**src/rtl/uart_pkg.sv**
```systemverilog
// Shared types and helpers for the serial receive pipeline.
package uart_pkg;

   localparam int WIDTH = 8;

   typedef enum logic [2:0] {
      IDLE,
      START,
      DATA,
      STOP,
      WAIT_IDLE
   } uart_rx_state_t;

   function automatic int clks_per_bit(input int clk_freq, input int baud);
      return clk_freq / baud;
   endfunction

endpackage

```
**src/rtl/rx_pipe_if.sv**
```systemverilog
// Serial line in, FIFO head and status out; master drives the line and pops.
interface rx_pipe_if
   import uart_pkg::*;
#(
   parameter int DEPTH = 16
);

   logic                   rx;
   logic                   pop_front;
   logic [WIDTH-1:0]       data_out;
   logic                   empty;
   logic                   full;
   logic [$clog2(DEPTH):0] level;
   logic                   frame_error;
   logic                   error;

   modport master (
      output rx, pop_front,
      input  data_out, empty, full, level, frame_error, error
   );

   modport slave (
      input  rx, pop_front,
      output data_out, empty, full, level, frame_error, error
   );

endinterface

```
**src/rtl/uart_rx.sv**
```systemverilog
// 8N1 receiver: two-flop synchronizer, mid-bit sampling FSM, registered byte strobe.
module uart_rx
   import uart_pkg::*;
#(
   parameter int CLK_FREQ = 12_000_000,
   parameter int BAUD     = 9_600
) (
   input  logic             clk,
   input  logic             rst,
   input  logic             rx,
   output logic [WIDTH-1:0] rx_data,
   output logic             rx_valid,
   output logic             rx_frame_error
);

   localparam int CPB   = clks_per_bit(CLK_FREQ, BAUD);
   localparam int HALF  = CPB / 2;
   localparam int CNT_W = $clog2(CPB);

   logic             rx_meta_q, rx_sync_q;
   logic             prime_q, armed_q;
   uart_rx_state_t   state_q;
   logic [CNT_W-1:0] cnt_q;
   logic [2:0]       bit_idx_q;
   logic [WIDTH-1:0] shift_q, data_q;
   logic             valid_q, frame_err_q;

   // NOTE: all state here uses non-blocking assignment so every flop sees pre-edge values.
   always_ff @(posedge clk or posedge rst) begin
      if (rst) begin
         rx_meta_q   <= 1'b1;
         rx_sync_q   <= 1'b1;
         prime_q     <= 1'b0;
         armed_q     <= 1'b0;
         state_q     <= IDLE;
         cnt_q       <= '0;
         bit_idx_q   <= '0;
         shift_q     <= '0;
         data_q      <= '0;
         valid_q     <= 1'b0;
         frame_err_q <= 1'b0;
      end else begin
         rx_meta_q   <= rx;
         rx_sync_q   <= rx_meta_q;
         prime_q     <= 1'b1;
         valid_q     <= 1'b0;
         frame_err_q <= 1'b0;
         // Start detection stays off until the line has really been seen high after reset.
         armed_q     <= armed_q | (prime_q & rx_meta_q & rx_sync_q);
         case (state_q)
            IDLE: begin
               cnt_q     <= '0;
               bit_idx_q <= '0;
               if (armed_q && !rx_sync_q) state_q <= START;
            end
            START: begin
               if (cnt_q == CNT_W'(HALF - 1)) begin
                  cnt_q   <= '0;
                  state_q <= rx_sync_q ? IDLE : DATA;
               end else begin
                  cnt_q <= cnt_q + 1'b1;
               end
            end
            DATA: begin
               if (cnt_q == CNT_W'(CPB - 1)) begin
                  cnt_q     <= '0;
                  shift_q   <= {rx_sync_q, shift_q[WIDTH-1:1]};
                  bit_idx_q <= bit_idx_q + 1'b1;
                  if (bit_idx_q == 3'd7) state_q <= STOP;
               end else begin
                  cnt_q <= cnt_q + 1'b1;
               end
            end
            STOP: begin
               if (cnt_q == CNT_W'(CPB - 1)) begin
                  cnt_q <= '0;
                  if (rx_sync_q) begin
                     data_q  <= shift_q;
                     valid_q <= 1'b1;
                     state_q <= IDLE;
                  end else begin
                     frame_err_q <= 1'b1;
                     state_q     <= WAIT_IDLE;
                  end
               end else begin
                  cnt_q <= cnt_q + 1'b1;
               end
            end
            WAIT_IDLE: begin
               if (rx_sync_q) state_q <= IDLE;
            end
            default: state_q <= IDLE;
         endcase
      end
   end

   assign rx_data        = data_q;
   assign rx_valid       = valid_q;
   assign rx_frame_error = frame_err_q;

endmodule

```
**src/rtl/rx_pipe.sv**
```systemverilog
// UART receiver feeding a first-word-fall-through byte FIFO with sticky error.
module rx_pipe
   import uart_pkg::*;
#(
   parameter int CLK_FREQ = 12_000_000,
   parameter int BAUD     = 9_600,
   parameter int DEPTH    = 16
) (
   input  logic       clk,
   input  logic       rst,
   rx_pipe_if.slave   bus
);

   localparam int AW    = $clog2(DEPTH);
   localparam int PTR_W = AW + 1;

   logic [WIDTH-1:0] rx_data;
   logic             rx_valid, rx_frame_error;

   uart_rx #(
      .CLK_FREQ (CLK_FREQ),
      .BAUD     (BAUD)
   ) u_rx (
      .clk            (clk),
      .rst            (rst),
      .rx             (bus.rx),
      .rx_data        (rx_data),
      .rx_valid       (rx_valid),
      .rx_frame_error (rx_frame_error)
   );

   logic [WIDTH-1:0] mem_q [DEPTH];
   logic [PTR_W-1:0] wr_ptr_q, wr_ptr_d, rd_ptr_q, rd_ptr_d;
   logic             error_q, error_d;
   logic             empty, full, push_ok, pop_ok;

   assign empty = (wr_ptr_q == rd_ptr_q);
   assign full  = (wr_ptr_q[AW] != rd_ptr_q[AW]) && (wr_ptr_q[AW-1:0] == rd_ptr_q[AW-1:0]);

   // NOTE: every signal gets a value on every path through always_comb, so no latch is inferred.
   always_comb begin
      pop_ok   = bus.pop_front && !empty;
      push_ok  = rx_valid && (!full || pop_ok);
      wr_ptr_d = wr_ptr_q + PTR_W'(push_ok);
      rd_ptr_d = rd_ptr_q + PTR_W'(pop_ok);
      error_d  = error_q | (rx_valid & full & ~pop_ok) | (bus.pop_front & empty);
   end

   always_ff @(posedge clk or posedge rst) begin
      if (rst) begin
         wr_ptr_q <= '0;
         rd_ptr_q <= '0;
         error_q  <= 1'b0;
      end else begin
         wr_ptr_q <= wr_ptr_d;
         rd_ptr_q <= rd_ptr_d;
         error_q  <= error_d;
      end
   end

   // NOTE: storage is not reset; empty masks data_out so stale contents are never visible.
   always_ff @(posedge clk) begin
      if (push_ok) mem_q[wr_ptr_q[AW-1:0]] <= rx_data;
   end

   assign bus.data_out    = empty ? '0 : mem_q[rd_ptr_q[AW-1:0]];
   assign bus.empty       = empty;
   assign bus.full        = full;
   assign bus.level       = wr_ptr_q - rd_ptr_q;
   assign bus.frame_error = rx_frame_error;
   assign bus.error       = error_q;

endmodule

```
**src/flat_wrapper.sv**
```systemverilog
// flat-port wrapper written by rule: the top's interface ports become plain ports
module rx_pipe_flat import uart_pkg::*;
#(
   parameter int CLK_FREQ = 12_000_000,
   parameter int BAUD     = 9_600,
   parameter int DEPTH    = 16
)
  (clk, rst, bus_rx, bus_pop_front, bus_data_out, bus_empty, bus_full, bus_level, bus_frame_error, bus_error);
  rx_pipe_if #(.DEPTH(DEPTH)) bus_i ();
  input  logic clk;
  input  logic rst;
  input wire logic [$bits(bus_i.rx)-1:0] bus_rx;
  input wire logic [$bits(bus_i.pop_front)-1:0] bus_pop_front;
  output wire logic [$bits(bus_i.data_out)-1:0] bus_data_out;
  output wire logic [$bits(bus_i.empty)-1:0] bus_empty;
  output wire logic [$bits(bus_i.full)-1:0] bus_full;
  output wire logic [$bits(bus_i.level)-1:0] bus_level;
  output wire logic [$bits(bus_i.frame_error)-1:0] bus_frame_error;
  output wire logic [$bits(bus_i.error)-1:0] bus_error;
  assign bus_i.rx = bus_rx;
  assign bus_i.pop_front = bus_pop_front;
  assign bus_data_out = bus_i.data_out;
  assign bus_empty = bus_i.empty;
  assign bus_full = bus_i.full;
  assign bus_level = bus_i.level;
  assign bus_frame_error = bus_i.frame_error;
  assign bus_error = bus_i.error;
  rx_pipe #(.CLK_FREQ(CLK_FREQ), .BAUD(BAUD), .DEPTH(DEPTH)) u_core (.clk(clk), .rst(rst), .bus(bus_i));
endmodule
```
**config.mk**
```make
export PLATFORM = sky130hd
export DESIGN_NAME = rx_pipe_flat
export DESIGN_NICKNAME = d
export VERILOG_FILES = /design/src/rtl/uart_pkg.sv /design/src/rtl/rx_pipe_if.sv /design/src/rtl/uart_rx.sv /design/src/rtl/rx_pipe.sv /design/src/flat_wrapper.sv
export SDC_FILE = /design/constraint.sdc
export NUM_CORES = 1
export LEC_CHECK = 0
export CAP_MARGIN = 5
export CORE_MARGIN = 2
export CORE_UTILIZATION = 45
export DETAILED_ROUTE_END_ITERATION = 6
export SYNTH_ARGS = -nofsm -noshare
export SYNTH_HDL_FRONTEND = slang
export SYNTH_SLANG_ARGS = --single-unit
```
**constraint.sdc**
```tcl
create_clock -name clk -period 4.3 [get_ports clk]
set_input_delay 0.43 -clock clk [delete_from_list [all_inputs] [get_ports clk]]
set_output_delay 0.43 -clock clk [all_outputs]
set_load 0.1 [all_outputs]
```
; Word-level counts from Yosys, hierarchy flattened
; Memories as Yosys holds them, arrays and structs flattened.
; Cells that the tools add are included.
[op_classes]
addsub = 5
n_eq_ne = 16
muxes = 23
n_bitwise = 9
n_reduce_logical = 16
[ops]
columns = operator, count
row1 = 11-bit case mux with 3 select lines, 1
row2 = 3-bit 2-to-1 mux, 8
row3 = 11-bit 2-to-1 mux, 2
row4 = 3-bit case mux with 5 select lines, 1
row5 = 2-bit inequality test (second input constant), 6
row6 = 11-bit by 1-bit adder with 11-bit output (second input constant), 1
row7 = 11-bit by 10-bit == test with 1-bit output (second input constant), 1
row8 = 11-bit == test (second input constant), 1
row9 = 5-bit by 1-bit adder with 5-bit output, 2
row10 = 1-bit 2-to-1 mux, 8
row11 = 8-bit 2-to-1 mux, 1
row12 = 3-bit by 2-bit == test with 1-bit output (second input constant), 2
row13 = 3-bit == test (second input constant), 2
row14 = 3-bit case mux with 2 select lines, 1
row15 = 6-bit AND reduction, 1
row16 = 1-bit bitwise AND, 5
row17 = 5-bit == test, 1
row18 = 5-bit subtractor, 1
row19 = 4-bit == test, 1
row20 = 1-bit logical AND, 4
row21 = 2-bit AND reduction, 2
row22 = 3-bit by 1-bit adder with 3-bit output (second input constant), 1
row23 = 3-bit by 1-bit == test with 1-bit output (second input constant), 1
row24 = 1-bit logical NOT, 3
row25 = other kinds (10), 12
[word_totals]
regBits = 50
ram_bits = 128
in_bits = 4
output_inout_bits = 17
elab_cells = 84
n_memories = 1
[memory_table]
columns = memory, words, word_bits, rd, rd_ports_with_merged_regs, wr, line_no
row1 = u_core.mem_q, 16, 8, 1, 0, 1, rx_pipe.sv:32  ; logic [WIDTH-1:0] mem_q [DEPTH];

; Depth between registers and ports, before layout
; Gate-level depths: netlist (run 1).
[depth]
depth_word = 7
depth_mapped = 11
depth_no_buf = 9

; Modules after synthesis
; A second synthesis (run 1) with hierarchy kept.
[unflattened]
cells_unflattened = 441
hier_area_um2 = 7458.4
[by_module_without_submodules]
columns = module, n_inst, cells_per_inst, area_each_um2, seq_area_each_um2
row1 = rx_pipe, 1, 284, 5662.9, 4119.0
row2 = uart_rx, 1, 157, 1795.5, 978.4

; Worst setup path after synthesis (run 1)
; Ideal clock, no wire load.
[synth_timing]
path_type = reg-to-reg
startpoint = register u_core.rd_ptr_q[1]
endpoint = register u_core.rd_ptr_q[4]
setup_ns = 0.080
arrival_time_ns = 3.671
t_required_ns = 4.220
setup_slack_ns = 0.549
stages_incl_launch_ff = 12
n_path_buf = 2
period_less_slack_ns = 3.751
cell_sequence = dfrtp_1 > clkbuf_1 > buf_2 > inv_2 > ha_1 > nand4_1 > nor2_1 > nor2b_1 > ha_1 > ha_1 > nand3_1 > xnor2_1
[synth_via]
elab_chain_len = 4
[synth_rtl]
columns = item, line_no
row1 = start: declaration, rx_pipe.sv:33  ; logic [PTR_W-1:0] wr_ptr_q, wr_ptr_d, rd_ptr_q, rd_ptr_d;
row2 = start signal: assignment, rx_pipe.sv:56  ; rd_ptr_q <= rd_ptr_d;
row3 = 5-bit == test, rx_pipe.sv:37  ; assign empty = (wr_ptr_q == rd_ptr_q);
row4 = named net bus_empty, flat_wrapper.sv:15  ; output wire logic [$bits(bus_i.empty)-1:0] bus_empty;
row5 = 1-bit logical NOT, rx_pipe.sv:42  ; pop_ok = bus.pop_front && !empty;
row6 = 1-bit logical AND, rx_pipe.sv:42
row7 = 5-bit by 1-bit adder with 5-bit output, rx_pipe.sv:45  ; rd_ptr_d = rd_ptr_q + PTR_W'(pop_ok);
row8 = named net u_core.rd_ptr_d[4], rx_pipe.sv:33
; The timed path passes the listed nets, and every way through them passes these cells.
; A chain may end at the register's enable or synchronous reset.

; Worst setup path after layout (run 1)
[layout_timing]
startpoint = register u_core.rd_ptr_q[2]
endpoint = output bus_data_out[4]
[layout_via]
elab_chain_len = 2
elab_cells_between_ends = 3
cone_classes = 1 x eq/ne / 1 x mux / 1 x memory
[layout_rtl]
columns = item, line_no
row1 = memory read 16 x 8 bit / 5-bit == test (equally long branches), -
row2 = 8-bit 2-to-1 mux *, rx_pipe.sv:66  ; assign bus.data_out = empty ? '0 : mem_q[rd_ptr_q[AW-1:0]];
row3 = end: declaration, flat_wrapper.sv:14  ; output wire logic [$bits(bus_i.data_out)-1:0] bus_data_out;
; Every way passes the cells marked *; elsewhere a longest branch is shown, timed or not.

==> out/qor.yml, run 1 <==
detailed_routing:
  post-route-drc-count: 0
  ant_nets: 0
  vias: 3799
  viasPerCell: 5.53
  totalWireLength_um: 14700
  drt-wirelength-per-cell_um: 21.5
  drt_iter0_drc: 360
  drt_pass1_iterations: 4
run_status:
  outcome: "finished, final reports clean"
timing:
  rsz0062_at_grt: "no"
  fin_setup_tns_ps: 0
  hold_violations: 0
  clock.fmax_ghz: 0.297
  fin_crit_ps: 3360
  period_share: 0.782
  tightest_slew_ps: 977
  max_slew_margin: 0.347
  fin_skew_ps: 9.20
  slew_viol_final: 0
  setup_viol: 0
setup_path:
  crit_chain: "buf_4 -> inv_2 -> ha_1 -> nand4_1 -> o21ai_1 -> o22ai_1 -> buf_4"
  worst_path_most_repeated_cell: "buf_4"
  worst_setup_path_end_kind: "output port"
  ff2ff_setup_slack_ps: 1280
  worstSetupPathType: "reg -> out"
  worstSetupStartpoint: "u_core.rd_ptr_q[2]"
  cp-start-kind: "register"
  r2r_end: "u_core.mem_q[6][6]"
  reg2reg_depth: 7
  critPathSlowestCell: "o21ai_1"
  worst_path_largest_cell_delay_ps: 520
  cp.arrival_ps: 2930
  worst_r2r_startpoint: "u_core.rd_ptr_q[2]"
  worstPathMaxFanout: 20
  critPathRequiredTime_ps: 3870
synthesis:
  synth_flop_cell: "edfxtp_1"
  synth.avg_cell_area_um2: 17.4
  yosys-top-cells-count: "128 x edfxtp_1, 48 x dfrtp_1, 32 x mux4_2"
  async_reset_ff_frac: 0.281
  synth-edff-count: 128
  synthCells: 426
  synth.most_common_cell: "edfxtp_1"
  netlist.area_leader.share: 0.518
  synth_compound_area_frac: 0.0354
  synth_top_area_cell: "edfxtp_1"
  synth_xor_area_frac: 0.0201
  synth-simple-area-share: 0.0614
  netlist_area_um2: 7420
  synth_top_family_by_area: "multiplexers"
  synth_fa_ha_area_frac: 0.0246
  synthMuxAreaShare: 0.152
  ys_ff_latch: 178
  syn_nets: 444
  synth_area_leaders: "edfxtp_1 52%, dfrtp_1 16%, mux4_2 9.7%"
  yosys_warnings: 0
  seq_area_frac_synth: 0.687
  yosysUniqueCellTypes: 54
layout:
  fillers: 1338
  n_antenna_cell: 0
  nets: 476
  drive_gt1_frac: 0.234
  regArea_um2: 5100
  syn_to_final_growth_pct: 13.7
  multi_input_area_um2: 2180
  stdcell_count: 687
grt:
  grt_pass1_vias: 3895
  grt_pass1_wl_um: 23400
  antenna_found_initial: 0
  track_usage: 0.182
  overflow: 0
  grt_max_degree: 40
cts:
  cts_hold_buf: 0
  htree_levels: 4
  clk_latency_ps: 430
  root_buffer: "clkbuf_16"
  cts_buffer_depth: 2
  cts_buffers: 17
  cts_resized: 0
  cts.sinks: 178
  cts_tree: "done"
  clkSlewWorstSetupHoldPaths_ps: 70
  cts_setup_buffers: 0
floorplanning:
  die_w_um: 132
  coreArea_um2: 16000
  dieArea_um2: 17500
  row_count: 46
  start_util: 0.464
  die_h_um: 132
  ioPinCount: 21
min_path:
  holdCritPathClass: "in -> async"
placed_design:
  port_buffers: 20
  dpl.hpwl_um: 9800
  routabilityCongestion: 0.868
  dp.cells: 655
pwr:
  cellPowerDensity_nw_per_um2: 551
  vdd_drop_max_v: 0.000802
  p_leak_nw: 3.44
run:
  cap_violations: 0
state kept, by name (all words and copies together) (netlist names):
signal and flops:
u_core.mem_q 128, u_core.bus.error 1, u_core.u_rx.prime_q 1, u_core.rd_ptr_q 5, u_core.u_rx.armed_q 1, u_core.u_rx.rx_sync_q 1
u_core.u_rx.rx_valid 1, u_core.u_rx.rx_meta_q 1, u_core.u_rx.rx_data 8, u_core.u_rx.shift_q 8, u_core.wr_ptr_q 5, u_core.u_rx.rx_frame_error 1
u_core.u_rx.bit_idx_q 3, u_core.u_rx.cnt_q 11, u_core.u_rx.state_q 3
cells in the final DEF, fill, tap and decap left out, drive strengths merged, types with 16 or more instances in the layout:
cell type	Yosys	layout
mux2i	17	17
inv	17	17
mux2	16	16
mux4	32	32
dfrtp	48	48
edfxtp	128	128
nor2	24	24
buf	8	21
clkbuf	7	17
critical path: cells and delay by family (launching register included):
kind | cells | cell delay (ps)
AO/OA/AOI/OAI | 2 | 770
adder cells (fa/ha/maj) | 1 | 390
flip-flops | 1 | 320
AND/OR/NAND/NOR | 1 | 240
buffers and inverters | 3 | 780
layout make-up:
cell class,count,share of cell area
clock buffer,17,0.0504
clock inverter,15,0.0199
inverter,17,0.00757
multi-input combinational,216,0.259
sequential,178,0.605
tap,216,0.0320
timing repair buffer,28,0.0270
where the power goes:
group	switching (mW)	total (mW)	leakage (nW)	internal, mW
Clock	0.638	1.55	0.279	0.907
Combinational	0.794	1.15	1.02	0.357
Sequential	0.0766	1.95	2.15	1.88
Total	1.51	4.65	3.44	3.14
per-layer routing:
| metal | track usage | part of all wire |
|---|---|---|
| met2 | 0.260 | 0.45 |
| met1 | 0.272 | 0.48 |
| met5 | 0 | 0 |
| met4 | 0.0538 | 0.0096 |
| met3 | 0.0525 | 0.056 |
worst max path at each step:
stage / endpoint / slack (ps) / cells after the start
2_1_floorplan: u_core.rd_ptr_q[4] / 550 / 11
3_3_place_gp: u_core.mem_q[11][0] / 1350 / 7
3_5_place_dp: u_core.mem_q[6][6] / 1260 / 7
4_1_cts: bus_data_out[4] / 990 / 7
5_1_grt: bus_data_out[4] / 760 / 7
6_report: bus_data_out[4] / 940 / 7
through the flow:
step | util | power (mW) | hold WS (ps) | setup slack (ps) | cell area (um2)
floorplan | - | 2.88 | 354 | 549 | 7420
global placement | 0.490 | 3.13 | 357 | 1350 | 7840
detailed placement | 0.490 | 3.15 | 357 | 1260 | 7840
CTS | 0.527 | 4.69 | 230 | 988 | 8430
global route | 0.527 | 4.84 | 260 | 755 | 8430
finish | 0.527 | 4.65 | 237 | 938 | 8430
cell families (layout without fill, tap and decap cells):
| logic type | count (synthesis) | in the layout |
|---|---|---|
| buf+inv | 32 | 77 |
| mux | 65 | 65 |
| xor+xnor | 17 | 17 |
| compound gates | 37 | 37 |
| other cells | 1 | 1 |
| flops | 178 | 178 |
| fa+ha+maj | 14 | 14 |
| simple gates | 82 | 82 |
Note: power is estimated with default switching activity, not from simulation.
==> run 2: changes to the inputs <==
clock period = 3.1 ns   (was 4.3 ns; I/O delays follow)
==> run 2 against run 1 <==
Compared with the run above: sequential cell count is the same; via count grew 1.4%; die area is the same; clock-buffer cell count grew 2; total power grew 39%; combinational power grew 54%; global-route usage shrank 0.66 points; clock power grew 27%; register-to-register slack lost 700 ps.
==> out/qor.yml, run 2 (synthesized netlist as in run 1, its figures left out) <==
timing:
  slew_viol_final: 0  # unchanged
  rsz0062_at_grt: "no"
  hold_ws_ps: 204  # -33.3 ps
  clock.fmax_ghz: 0.351
  setup_viol: 0  # unchanged
  fin_setup_tns_ps: 0  # unchanged
  fin_crit_ps: 2850
  hold_violations: 0  # unchanged
  tightest_slew_ps: 970  # -6.86 ps
  period_share: 0.919
  fin_skew_ps: 5.81  # -3.39 ps
  max_slew_margin: 0.351  # +0.00459
detailed_routing:
  drt_pass1_iterations: 4  # unchanged
  ant_nets: 0  # unchanged
  drt_iter0_drc: 316  # -12%
  post-route-drc-count: 0  # unchanged
  drt-wirelength-per-cell_um: 20.4  # -4.7%
  viasPerCell: 5.50  # -0.58%
  totalWireLength_um: 14300  # -2.7%
  vias: 3854  # +1.4%
floorplanning:
  die_h_um: 132  # unchanged
  start_util: 0.464  # unchanged
  row_count: 46  # unchanged
  dieArea_um2: 17500  # unchanged
  coreArea_um2: 16000  # unchanged
  ioPinCount: 21  # unchanged
  die_w_um: 132  # unchanged
layout:
  nets: 490  # +2.9%
  layout_common_cells: "128 x edfxtp_1, 47 x dfrtp_1, 32 x mux4_2"
  drive_gt1_frac: 0.270  # +0.0366
  syn_to_final_growth_pct: 17.1
  n_antenna_cell: 0  # unchanged
  largest_reg_flops: 128  # unchanged
  stdcell_count: 701  # +2.0%
  layout_commonest_cell: "edfxtp_1"
  final_area_um2: 8690  # +3.0%
pwr:
  p_leak_nw: 3.55  # +3.0%
  cellPowerDensity_nw_per_um2: 744  # +35%
  vdd_drop_max_v: 0.000571  # -29%
  switching_share: 0.328  # +0.00390
  p_clk_frac: 0.304  # -0.028
  p_comb_frac: 0.273  # +0.026
  p_seq_frac: 0.422  # +0.002
  p_int_mw: 4.34  # +38%
  total_power_mw: 6.46  # +39%
  netSwitchingPower_mw: 2.12  # +41%
setup_path:
  worstSetupPathType: "reg -> out"
  critPathRequiredTime_ps: 2790  # -1080 ps
  cp.arrival_ps: 2540  # -390 ps
  worst_setup_path_end_kind: "output port"
  worstPathMaxFanout: 10  # -50%
  reg2reg_depth: 7  # unchanged
  cp-start-kind: "register"
grt:
  overflow: 0  # unchanged
  antenna_found_initial: 0  # unchanged
  grt_max_degree: 22  # -45%
  grt_pass1_wl_um: 22700  # -2.8%
  track_usage: 0.175  # -0.00658
  grt_pass1_vias: 3901  # +0.15%
cts:
  clkSlewWorstSetupHoldPaths_ps: 60  # about the same
  cts_tree: "done"
  cts_hold_buf: 0  # unchanged
  clk_latency_ps: 420  # about the same
  htree_levels: 4  # unchanged
  cts_buffer_depth: 2  # unchanged
  root_buffer: "clkbuf_16"
  cts.sinks: 178  # unchanged
  cts_buffers: 17  # unchanged
run_status:
  outcome: "finished, final reports clean"
placed_design:
  dp.cells: 669  # +2.1%
  dpl.hpwl_um: 9510  # -2.9%
  port_buffers: 20  # unchanged
  dpl_cell_area_um2: 8130  # +3.7%
  routabilityCongestion: 0.811  # -6.6%
min_path:
  holdCritPathClass: "in -> async"
run:
  cap_violations: 0  # unchanged
## run 2: cell types whose count changed in the layout (fill, tap and decap cells not counted), sizes merged
cell | previous run | this run
bufinv | 3 | 1
inv | 17 | 19
clkbuf | 17 | 19
clkinv | 9 | 3
clkdlybuf4s50 | 7 | 5
clkinvlp | 3 | 7
buf | 21 | 37
## run 2: per-layer routing
layer | global-route usage | wire (um)
met4 | 0.0669 | 264
met5 | 0 | 0
met3 | 0.0383 | 519
met1 | 0.250 | 6820
met2 | 0.266 | 6730
## run 2: final timing paths
check	slack, ps	startpoint	end
min in group clk	310	bus_rx	u_core.u_rx.rx_meta_q
max in group asynchronous	2260	rst	u_core.rd_ptr_q[0]
min reg2reg	370	u_core.u_rx.rx_meta_q	u_core.u_rx.rx_sync_q
min	200	rst	u_core.u_rx.bit_idx_q[0]
max	250	u_core.rd_ptr_q[0]	bus_data_out[0]
max reg2reg	580	u_core.rd_ptr_q[2]	u_core.mem_q[3][0]
## run 2: area by class of cell
class                           instances  area (um2)
Fill cell                            1311        7310
Sequential cell                       178        5100
Multi-Input combinational cell        216        2210
Timing Repair Buffer                   42         503
Clock buffer                           19         433
Tap cell                              216         270
Clock inverter                         13         113
Inverter                               17        63.8
## run 2: repair_timing
item / 4_1_cts / 5_1_grt
gates resized for setup: 0 / 2
endpoints found under the setup margin: 0 / 8
buffers inserted: 0 / 0
## run 2: power groups by stage
stage / clock network, mW / registers (mW) / logic (mW)
finish: 1.97 / 2.73 / 1.77
global route: 2.10 / 2.75 / 1.88
CTS: 2.00 / 2.73 / 1.79
detailed placement: 0 / 2.78 / 1.78
global placement: 0 / 2.78 / 1.77
floorplan: 0 / 2.76 / 1.26
## run 2: stage by stage
stage,setup slack (ps),utilization
floorplan,-496,-
global placement,635,0.508
detailed placement,535,0.508
CTS,80.8,0.542
global route,91.3,0.543
finish,251,0.543
## run 2: critical path, cell delays in order, from the launching register on
cell and delay (ps):
dfrtp_2 580, buf_4 300, mux4_2 590, mux2i_1 260, o22ai_1 190, buf_12 210
